File: src/rtl/clk_meas_pkg.sv
// Clock measurement sweep scheduler: shared types and constants.
// State encoding and fixed timing for the sweep FSM.
package clk_meas_pkg;

  typedef enum logic [2:0] {
    ST_IDLE,
    ST_SELECT,
    ST_CLEAR,
    ST_GATE,
    ST_WAIT_ACK,
    ST_STORE,
    ST_NEXT
  } state_e;

  localparam int CLEAR_CYCLES = 4;
  localparam int ACK_TIMEOUT  = 1024;
  localparam int ACK_W        = $clog2(ACK_TIMEOUT);

endpackage

File: src/rtl/clk_meas_next_sel.sv
// Next-channel search: lowest set mask bit, or lowest set bit above idx.
// Purely combinational.
module clk_meas_next_sel #(
  parameter int NR_CLKS = 8,
  localparam int IW = (NR_CLKS > 1) ? $clog2(NR_CLKS) : 1
) (
  input  logic [NR_CLKS-1:0] mask_i,
  input  logic [IW-1:0]      idx_i,
  input  logic               first_i,
  output logic [IW-1:0]      nxt_o,
  output logic               valid_o
);

  // Scan high to low so the lowest qualifying bit is written last.
  always_comb begin
    nxt_o   = '0;
    valid_o = 1'b0;
    for (int i = NR_CLKS - 1; i >= 0; i--) begin
      if (mask_i[i] && (first_i || i > int'(idx_i))) begin
        nxt_o   = IW'(i);
        valid_o = 1'b1;
      end
    end
  end

endmodule

File: src/rtl/clk_meas_sched.sv
// Clock measurement sweep scheduler top.
// Walks the channel mask: select, clear, gate, wait ack, store result.
module clk_meas_sched
  import clk_meas_pkg::*;
#(
  parameter int NR_CLKS = 8,
  parameter int CNT_W   = 32,
  localparam int IW = (NR_CLKS > 1) ? $clog2(NR_CLKS) : 1
) (
  input  logic               clk,
  input  logic               reset,
  input  logic               start,
  input  logic               continuous,
  input  logic               abort,
  input  logic [NR_CLKS-1:0] chan_mask,
  input  logic [CNT_W-1:0]   gate_cycles,
  output logic [IW-1:0]      cnt_sel,
  output logic               cnt_clear,
  output logic               cnt_gate,
  input  logic               cnt_ack,
  input  logic [CNT_W-1:0]   cnt_value,
  output logic               res_wr,
  output logic [IW-1:0]      res_idx,
  output logic [CNT_W-1:0]   res_value,
  output logic               res_timeout,
  output logic               busy,
  output logic               done,
  output logic [15:0]        sweep_cnt
);

  state_e             state_q;
  logic [NR_CLKS-1:0] mask_q;
  logic [CNT_W-1:0]   gate_q;
  logic [CNT_W-1:0]   tmr_q;
  logic [ACK_W-1:0]   ack_q;
  logic [IW-1:0]      idx_q;
  logic [IW-1:0]      cnt_sel_q;
  logic               cnt_clear_q;
  logic               cnt_gate_q;
  logic               res_wr_q;
  logic [IW-1:0]      res_idx_q;
  logic [CNT_W-1:0]   res_value_q;
  logic               res_timeout_q;
  logic               busy_q;
  logic               done_q;
  logic [15:0]        sweep_cnt_q;

  logic [IW-1:0]      first_idx;
  logic               first_vld;
  logic [IW-1:0]      next_idx;
  logic               next_vld;
  logic               go;
  logic [CNT_W-1:0]   gate_eff;

  // A zero gate length still opens the window for one cycle.
  assign gate_eff = (gate_cycles == '0) ? CNT_W'(1) : gate_cycles;
  assign go       = (start | continuous) & ~abort;

  clk_meas_next_sel #(.NR_CLKS(NR_CLKS)) u_first (
    .mask_i  (chan_mask),
    .idx_i   ('0),
    .first_i (1'b1),
    .nxt_o   (first_idx),
    .valid_o (first_vld)
  );

  clk_meas_next_sel #(.NR_CLKS(NR_CLKS)) u_next (
    .mask_i  (mask_q),
    .idx_i   (idx_q),
    .first_i (1'b0),
    .nxt_o   (next_idx),
    .valid_o (next_vld)
  );

  // Sweep FSM with all outputs registered.
  always_ff @(posedge clk) begin
    if (reset) begin
      state_q       <= ST_IDLE;
      mask_q        <= '0;
      gate_q        <= '0;
      tmr_q         <= '0;
      ack_q         <= '0;
      idx_q         <= '0;
      cnt_sel_q     <= '0;
      cnt_clear_q   <= 1'b0;
      cnt_gate_q    <= 1'b0;
      res_wr_q      <= 1'b0;
      res_idx_q     <= '0;
      res_value_q   <= '0;
      res_timeout_q <= 1'b0;
      busy_q        <= 1'b0;
      done_q        <= 1'b0;
      sweep_cnt_q   <= '0;
    end else begin
      done_q   <= 1'b0;
      res_wr_q <= 1'b0;
      if (abort && state_q != ST_IDLE) begin
        state_q     <= ST_IDLE;
        cnt_clear_q <= 1'b0;
        cnt_gate_q  <= 1'b0;
        busy_q      <= 1'b0;
      end else begin
        unique case (state_q)
          ST_IDLE: begin
            if (go) begin
              mask_q <= chan_mask;
              gate_q <= gate_eff;
              if (first_vld) begin
                state_q   <= ST_SELECT;
                idx_q     <= first_idx;
                cnt_sel_q <= first_idx;
                busy_q    <= 1'b1;
              end else if (!done_q) begin
                // Empty sweep: report completion, never go busy.
                done_q <= 1'b1;
              end
            end
          end
          ST_SELECT: begin
            state_q     <= ST_CLEAR;
            cnt_clear_q <= 1'b1;
            tmr_q       <= '0;
          end
          ST_CLEAR: begin
            if (tmr_q == CNT_W'(CLEAR_CYCLES - 1)) begin
              state_q     <= ST_GATE;
              cnt_clear_q <= 1'b0;
              cnt_gate_q  <= 1'b1;
              tmr_q       <= '0;
            end else begin
              tmr_q <= tmr_q + CNT_W'(1);
            end
          end
          ST_GATE: begin
            if (tmr_q == gate_q - CNT_W'(1)) begin
              state_q    <= ST_WAIT_ACK;
              cnt_gate_q <= 1'b0;
              ack_q      <= '0;
            end else begin
              tmr_q <= tmr_q + CNT_W'(1);
            end
          end
          ST_WAIT_ACK: begin
            if (cnt_ack) begin
              state_q       <= ST_STORE;
              res_wr_q      <= 1'b1;
              res_idx_q     <= idx_q;
              res_value_q   <= cnt_value;
              res_timeout_q <= 1'b0;
            end else if (ack_q == ACK_W'(ACK_TIMEOUT - 1)) begin
              state_q       <= ST_STORE;
              res_wr_q      <= 1'b1;
              res_idx_q     <= idx_q;
              res_value_q   <= '0;
              res_timeout_q <= 1'b1;
            end else begin
              ack_q <= ack_q + ACK_W'(1);
            end
          end
          ST_STORE: begin
            state_q <= ST_NEXT;
          end
          ST_NEXT: begin
            if (next_vld) begin
              state_q   <= ST_SELECT;
              idx_q     <= next_idx;
              cnt_sel_q <= next_idx;
            end else begin
              done_q      <= 1'b1;
              sweep_cnt_q <= sweep_cnt_q + 16'd1;
              if (continuous && first_vld) begin
                mask_q    <= chan_mask;
                gate_q    <= gate_eff;
                state_q   <= ST_SELECT;
                idx_q     <= first_idx;
                cnt_sel_q <= first_idx;
              end else begin
                state_q <= ST_IDLE;
                busy_q  <= 1'b0;
              end
            end
          end
          default: begin
            state_q <= ST_IDLE;
            busy_q  <= 1'b0;
          end
        endcase
      end
    end
  end

  assign cnt_sel     = cnt_sel_q;
  assign cnt_clear   = cnt_clear_q;
  assign cnt_gate    = cnt_gate_q;
  assign res_wr      = res_wr_q;
  assign res_idx     = res_idx_q;
  assign res_value   = res_value_q;
  assign res_timeout = res_timeout_q;
  assign busy        = busy_q;
  assign done        = done_q;
  assign sweep_cnt   = sweep_cnt_q;

endmodule

File: config.mk
export PLATFORM = sky130hd
export DESIGN_NAME = clk_meas_sched
export DESIGN_NICKNAME = d
export VERILOG_FILES = /design/src/rtl/clk_meas_pkg.sv /design/src/rtl/clk_meas_next_sel.sv /design/src/rtl/clk_meas_sched.sv
export SDC_FILE = /design/constraint.sdc
export NUM_CORES = 1
export LEC_CHECK = 0
export CORE_MARGIN = 4
export CORE_UTILIZATION = 54
export DETAILED_ROUTE_END_ITERATION = 12
export GPL_TIMING_DRIVEN = 0
export PLACE_DENSITY = 0.77
export SLEW_MARGIN = 10
export SYNTH_ARGS = -nofsm -noshare
export SYNTH_HDL_FRONTEND = slang
export SYNTH_HIERARCHICAL = 1
export SYNTH_SLANG_ARGS = --single-unit
export TNS_END_PERCENT = 20
File: constraint.sdc
create_clock -name clk -period 4.8 [get_ports clk]
set_input_delay 0.72 -clock clk [delete_from_list [all_inputs] [get_ports clk]]
set_output_delay 0.72 -clock clk [all_outputs]
set_load 0.02 [all_outputs]
# Word-level counts from Yosys, hierarchy flattened
# Cells that the tools add are included.
# word_totals
reg_bits,145
latch_bits,0
ram_bits,0
mem_bits_ro,0
out_inout_bits,60
wordCells,168
mem_count,0
# classes
n_addsub,4
multipliers,0
div,0
n_lt_le_gt_ge,7
eq_ne,21
shift,0
muxes,83
bitwise,7
n_reduce_logical,31
# ops
cell,count
two-way mux 32 bit,8
case mux 32 bit (3 select lines),1
two-way mux 3 bit,27
case mux 32 bit (2 select lines),1
adder 32 x 1 -> 32 bit (second input constant),1
== test 32 x 2 -> 1 bit (second input constant),1
== test 32 bit,1
zero test 32 bit,1
two-way mux 1 bit,32
subtractor 32 x 1 -> 32 bit (second input constant),1
two-way mux 10 bit,3
AND reduction 5 bit,5
two-way mux 8 bit,3
case mux 3 bit (7 select lines),1
inequality test 2 bit (second input constant),10
case mux 10 bit (2 select lines),1
adder 16 x 1 -> 16 bit (second input constant),1
case mux 8 bit (2 select lines),1
greater-than comparator 3 bit (first input constant),4
AND reduction 3 bit,4
adder 10 x 1 -> 10 bit (second input constant),1
== test 10 bit (second input constant),1
nonzero test 2 bit,5
== test 3 bit (second input constant),3
18 further kinds,36

# Longest topological paths before layout
# logic_depth
word_depth,12
depth_mapped,12
ltp_nobuf,11

# Modules after synthesis
# Netlist, hierarchy kept.
# by_module_without_submodules
module,instances,cells_each,area_each_um2,seq_area_each_um2
clk_meas_sched,1,933,7498.4,2902.8
clk_meas_next_sel,2,38,250.2,0.0

# Worst setup path before layout
# OpenSTA, ideal clock, no wires.
# synth_path
path_type,reg2reg
from,register gate_q[0]
to,register ack_q[2]
setup_time_ns,0.135
arrival_ns,3.333
slack_ns,1.333
stages_incl_launch_ff,11
path_buffers,0
period_less_slack_ns,3.467
cell_sequence,dfxtp_1 > inv_1 > ha_1 > or3b_4 > or4_4 > a2111oi_4 > nand4_1 > a2111o_1 > or4_4 > nor4_4 > nor4_1
# synth_via
elab_chain_cells,4
# synth_rtl
item,line,rtl
start: declaration,clk_meas_sched.sv:33,logic [CNT_W-1:0] gate_q;
start signal: assignment,clk_meas_sched.sv:107,gate_q <= gate_eff;
start signal: assignment,clk_meas_sched.sv:173,gate_q <= gate_eff;
subtractor 32 x 1 -> 32 bit,clk_meas_sched.sv:135,if (tmr_q == gate_q - CNT_W'(1)) begin
== test 32 bit,clk_meas_sched.sv:135,
inequality test 2 bit (no line),--,
AND reduction 5 bit (no line),--,
end signal: assignment,clk_meas_sched.sv:157,ack_q <= ack_q + ACK_W'(1);
end: declaration,clk_meas_sched.sv:35,logic [ACK_W-1:0] ack_q;
# No other way between the ends.
# A chain may end at the register's enable or synchronous reset.

# Final worst setup path
# layout_path
from,register gate_q[0]
to,register tmr_q[0]
# layout_via
elab_chain_cells,4
# layout_rtl
item,line,rtl
subtractor 32 x 1 -> 32 bit,clk_meas_sched.sv:135,
== test 32 bit,clk_meas_sched.sv:135,
inequality test 2 bit (no line),--,
AND reduction 3 bit (no line),--,
end signal: assignment,clk_meas_sched.sv:131,tmr_q <= tmr_q + CNT_W'(1);
end signal: assignment,clk_meas_sched.sv:140,tmr_q <= tmr_q + CNT_W'(1);
end: declaration,clk_meas_sched.sv:34,logic [CNT_W-1:0] tmr_q;
# No other way between the ends.

==> flow_metrics.env <==
export IMPL_status="complete, no violations"
export IMPL_start_util_pct=55.0
export IMPL_syn_inst=1009
export IMPL_multi_input_area_sq_um=4810
export IMPL_path_class="reg -> reg"
export IMPL_cts_num_sinks=145
export IMPL_gp_congestion=0.911
export IMPL_post_cts_resized=0
export IMPL_port_buffer_count=135
export IMPL_synth_edf_count=0
export IMPL_hold_path_class="reg -> reg"
export IMPL_slew_violations=0
export IMPL_holdBufCountCts=0
export IMPL_r2r_end="tmr_q[0]"
export IMPL_rsz0062_at_grt="false"
export IMPL_clkTransAtPathRegs_ps=60
export IMPL_worst_slew_pin_slew_ps=1100
export IMPL_cts_tree="done"
export IMPL_whs_ps=450
export IMPL_crit_buf_inv=2
export IMPL_r2r_setup_slack_ps=830
export IMPL_fin_cells=1369
export IMPL_crit_family="simple AND/OR/NAND/NOR gates"
export IMPL_min_from="res_value[27]"
export IMPL_pre_cts_ws_ps=875
export IMPL_final_min_clock_period_ps=3970
export IMPL_dieArea_sq_um=16800
export IMPL_postRouteAntennaNets=0
export IMPL_clk_latency_ps=420
export IMPL_n_antenna_cell=0
export IMPL_p_leak_nw=3.71
export IMPL_regArea_sq_um=2900
export IMPL_dp_hpwl_mm=17.4
export IMPL_grt_pass1_wl_mm=36.1
export IMPL_grtUsageMet2_pct=42.3
export IMPL_skew_ps=9.88
export IMPL_clockBufferDepth=2
export IMPL_finalSetupViolCount=0
export IMPL_hold_viol=0
export IMPL_track_usage_pct=26.8
export IMPL_drtPass1Iterations=6
export IMPL_nets=1254
export IMPL_layout_common_cells="145 x dfxtp_1, 135 x clkdlybuf4s50_1, 132 x nor2_1"
export IMPL_syn_avg_cell_area_sq_um=7.93
export IMPL_synthArstFlopShare_pct=0
export IMPL_cp_slowest_cell="nor4b_1"
export IMPL_root_buffer="clkbuf_16"
export IMPL_hold_path_depth=2
export IMPL_routed_via_density=5.92
export IMPL_ios=138
export IMPL_wl_per_cell_um=16.8
export IMPL_ys_flop_type="dfxtp_1"
export IMPL_initialDrtViolationCount=705
export IMPL_post_cts_repair_setup_buffers=0
export IMPL_setup_ws_ps=834
export IMPL_finalPower_mw=3.68
export IMPL_irDropWorstVdd_v=0.000291
export IMPL_crit_arrival_ps=4250
export IMPL_dieHeight_um=130
export IMPL_fmax_mhz=252
export IMPL_top_usage_layer="met2"
export IMPL_rows=44
export IMPL_cp_start_kind="flop"
export IMPL_use_met1_pct=37.5
export IMPL_overflow=0
export IMPL_final_common_cell="dfxtp_1"
export IMPL_post_route_period_util_pct=82.6
export IMPL_reg2reg_from="gate_q[0]"
export IMPL_drt_total_wl_mm=22.9
export IMPL_syn_to_final_growth_pct=28.4
export IMPL_yosys_cell_types_count=76
export IMPL_powerDensity_nw_per_um2=358
export IMPL_crit_chain="inv_1 -> ha_1 -> nor4b_1 -> nand4_1 -> o22ai_1 -> nand4_1 -> a2111o_1 -> nor4_4 -> buf_2 -> nor2_1 -> xnor2_1 -> nor2_1"
export IMPL_max_cap_viol_count=0
export IMPL_min_to="res_value[27]"
export IMPL_grt_pass1_vias=7186
export IMPL_worstPathRequired_ps=5090
export IMPL_yosys_warnings=6
export IMPL_fin_util_pct=70.7
export IMPL_core_sq_um=14500
export IMPL_placed_area_sq_um=9610
export IMPL_crit_fanout=10
export IMPL_final_layout_size_suffix_gt1_share_pct=5.57
export IMPL_ff2ff_path_depth=12
export IMPL_tns_ps=0
export IMPL_cts_max_level=4
export IMPL_die_w_um=130
export IMPL_fillCellCount=1251
export IMPL_final_cell_area_sq_um=10300
export IMPL_end_kind="flop"
export IMPL_antenna_found_initial=0
export IMPL_post_route_drc_count=0
export IMPL_grt_max_degree=17
export IMPL_critPathMaxStageDelay_ps=700
export IMPL_ys_seq_area_share_pct=36.3
export IMPL_syn_area_sq_um=8000
export IMPL_cts_buffers=17
export IMPL_grt_use_met3_pct=4.46
export IMPL_max_slew_margin_pct=26.4
export IMPL_place_inst=1337
export IMPL_num_vias=8101
export IMPL_crit_start="gate_q[0]"
export IMPL_ys_ff_latch=145
==> area by class of cell <==
type,count,share of cell area (%)
Inverter,11,0.402
Buffer,64,2.74
Sequential cell,145,28.3
Timing Repair Buffer,135,13.2
Clock buffer,22,4.62
Multi-Input combinational cell,798,46.8
Clock inverter,10,1.75
Tap cell,184,2.24
==> synthesized netlist by cell type (6+ instances only) <==
cell | number | share of area [%]
or4_1 | 10 | 0.94
and3_1 | 18 | 1.4
clkbuf_1 | 49 | 2.3
nor2b_1 | 11 | 0.86
dfxtp_1 | 145 | 36
nor4_1 | 30 | 2.3
a22oi_1 | 32 | 3.0
mux2i_1 | 19 | 2.4
o21a_1 | 6 | 0.56
a31oi_1 | 6 | 0.47
nand3_1 | 55 | 3.4
inv_1 | 11 | 0.52
nand4_1 | 20 | 1.6
or3_1 | 10 | 0.78
o21ai_0 | 28 | 1.8
and4_1 | 9 | 0.99
xor2_1 | 31 | 3.4
nor3b_1 | 8 | 0.75
nor3_1 | 43 | 2.7
o22a_1 | 6 | 0.66
buf_2 | 7 | 0.44
nand2b_1 | 13 | 1.0
xnor2_1 | 39 | 4.3
nor2_1 | 132 | 6.2
o22ai_1 | 6 | 0.47
nand2_1 | 95 | 4.5
a21oi_1 | 69 | 4.3
==> logic make-up (layout without fill, tap and decap cells) <==
group	after synthesis	in the layout	synth area share (%)
AO/OA/AOI/OAI	202	202	16.6
XOR/XNOR	71	71	7.95
adder cells (fa/ha/maj)	4	4	0.626
buffers and inverters	75	242	4.04
flip-flops	145	145	36.3
multiplexers	20	20	2.52
other	2	11	0.0939
AND/OR/NAND/NOR	490	490	31.9
==> registers in the layout, summed over array words and instances (netlist names), 3 cells and up <==
register and flops:
sweep_cnt 16, gate_q 32, ack_q 10, res_value 32, mask_q 8, tmr_q 32, state_q 3, cnt_sel 3
res_idx 3
==> worst min-delay path: stages (launching register included) <==
cell,delay (ps)
dfxtp_1,310
nand2_1,50
a21oi_1,50
==> report_power, final <==
part / total (mW) / leakage [nW] / internal (mW) / switching [mW]
clock network: 1.47 / 0.316 / 0.961 / 0.513
registers: 1.31 / 1.17 / 1.25 / 0.0589
logic: 0.892 / 2.22 / 0.367 / 0.525
==> layer usage <==
layer,share of wire [%],wire (um),vias to the layer above
li1,-,-,3985
met1,45,10400,3799
met2,46,10600,279
met3,6.5,1500,38
met4,2.0,465,0
met5,0,0,-
==> worst max-delay path by stage <==
stage	end	slack, ps	cells past startpoint
after floorplan	ack_q[2]	1330	10
after global placement	ack_q[2]	930	10
after detailed placement	ack_q[2]	870	10
after CTS	tmr_q[0]	870	12
after global routing	tmr_q[0]	470	12
final	tmr_q[0]	830	12
No activity file was read; power rests on OpenSTA's default activity.
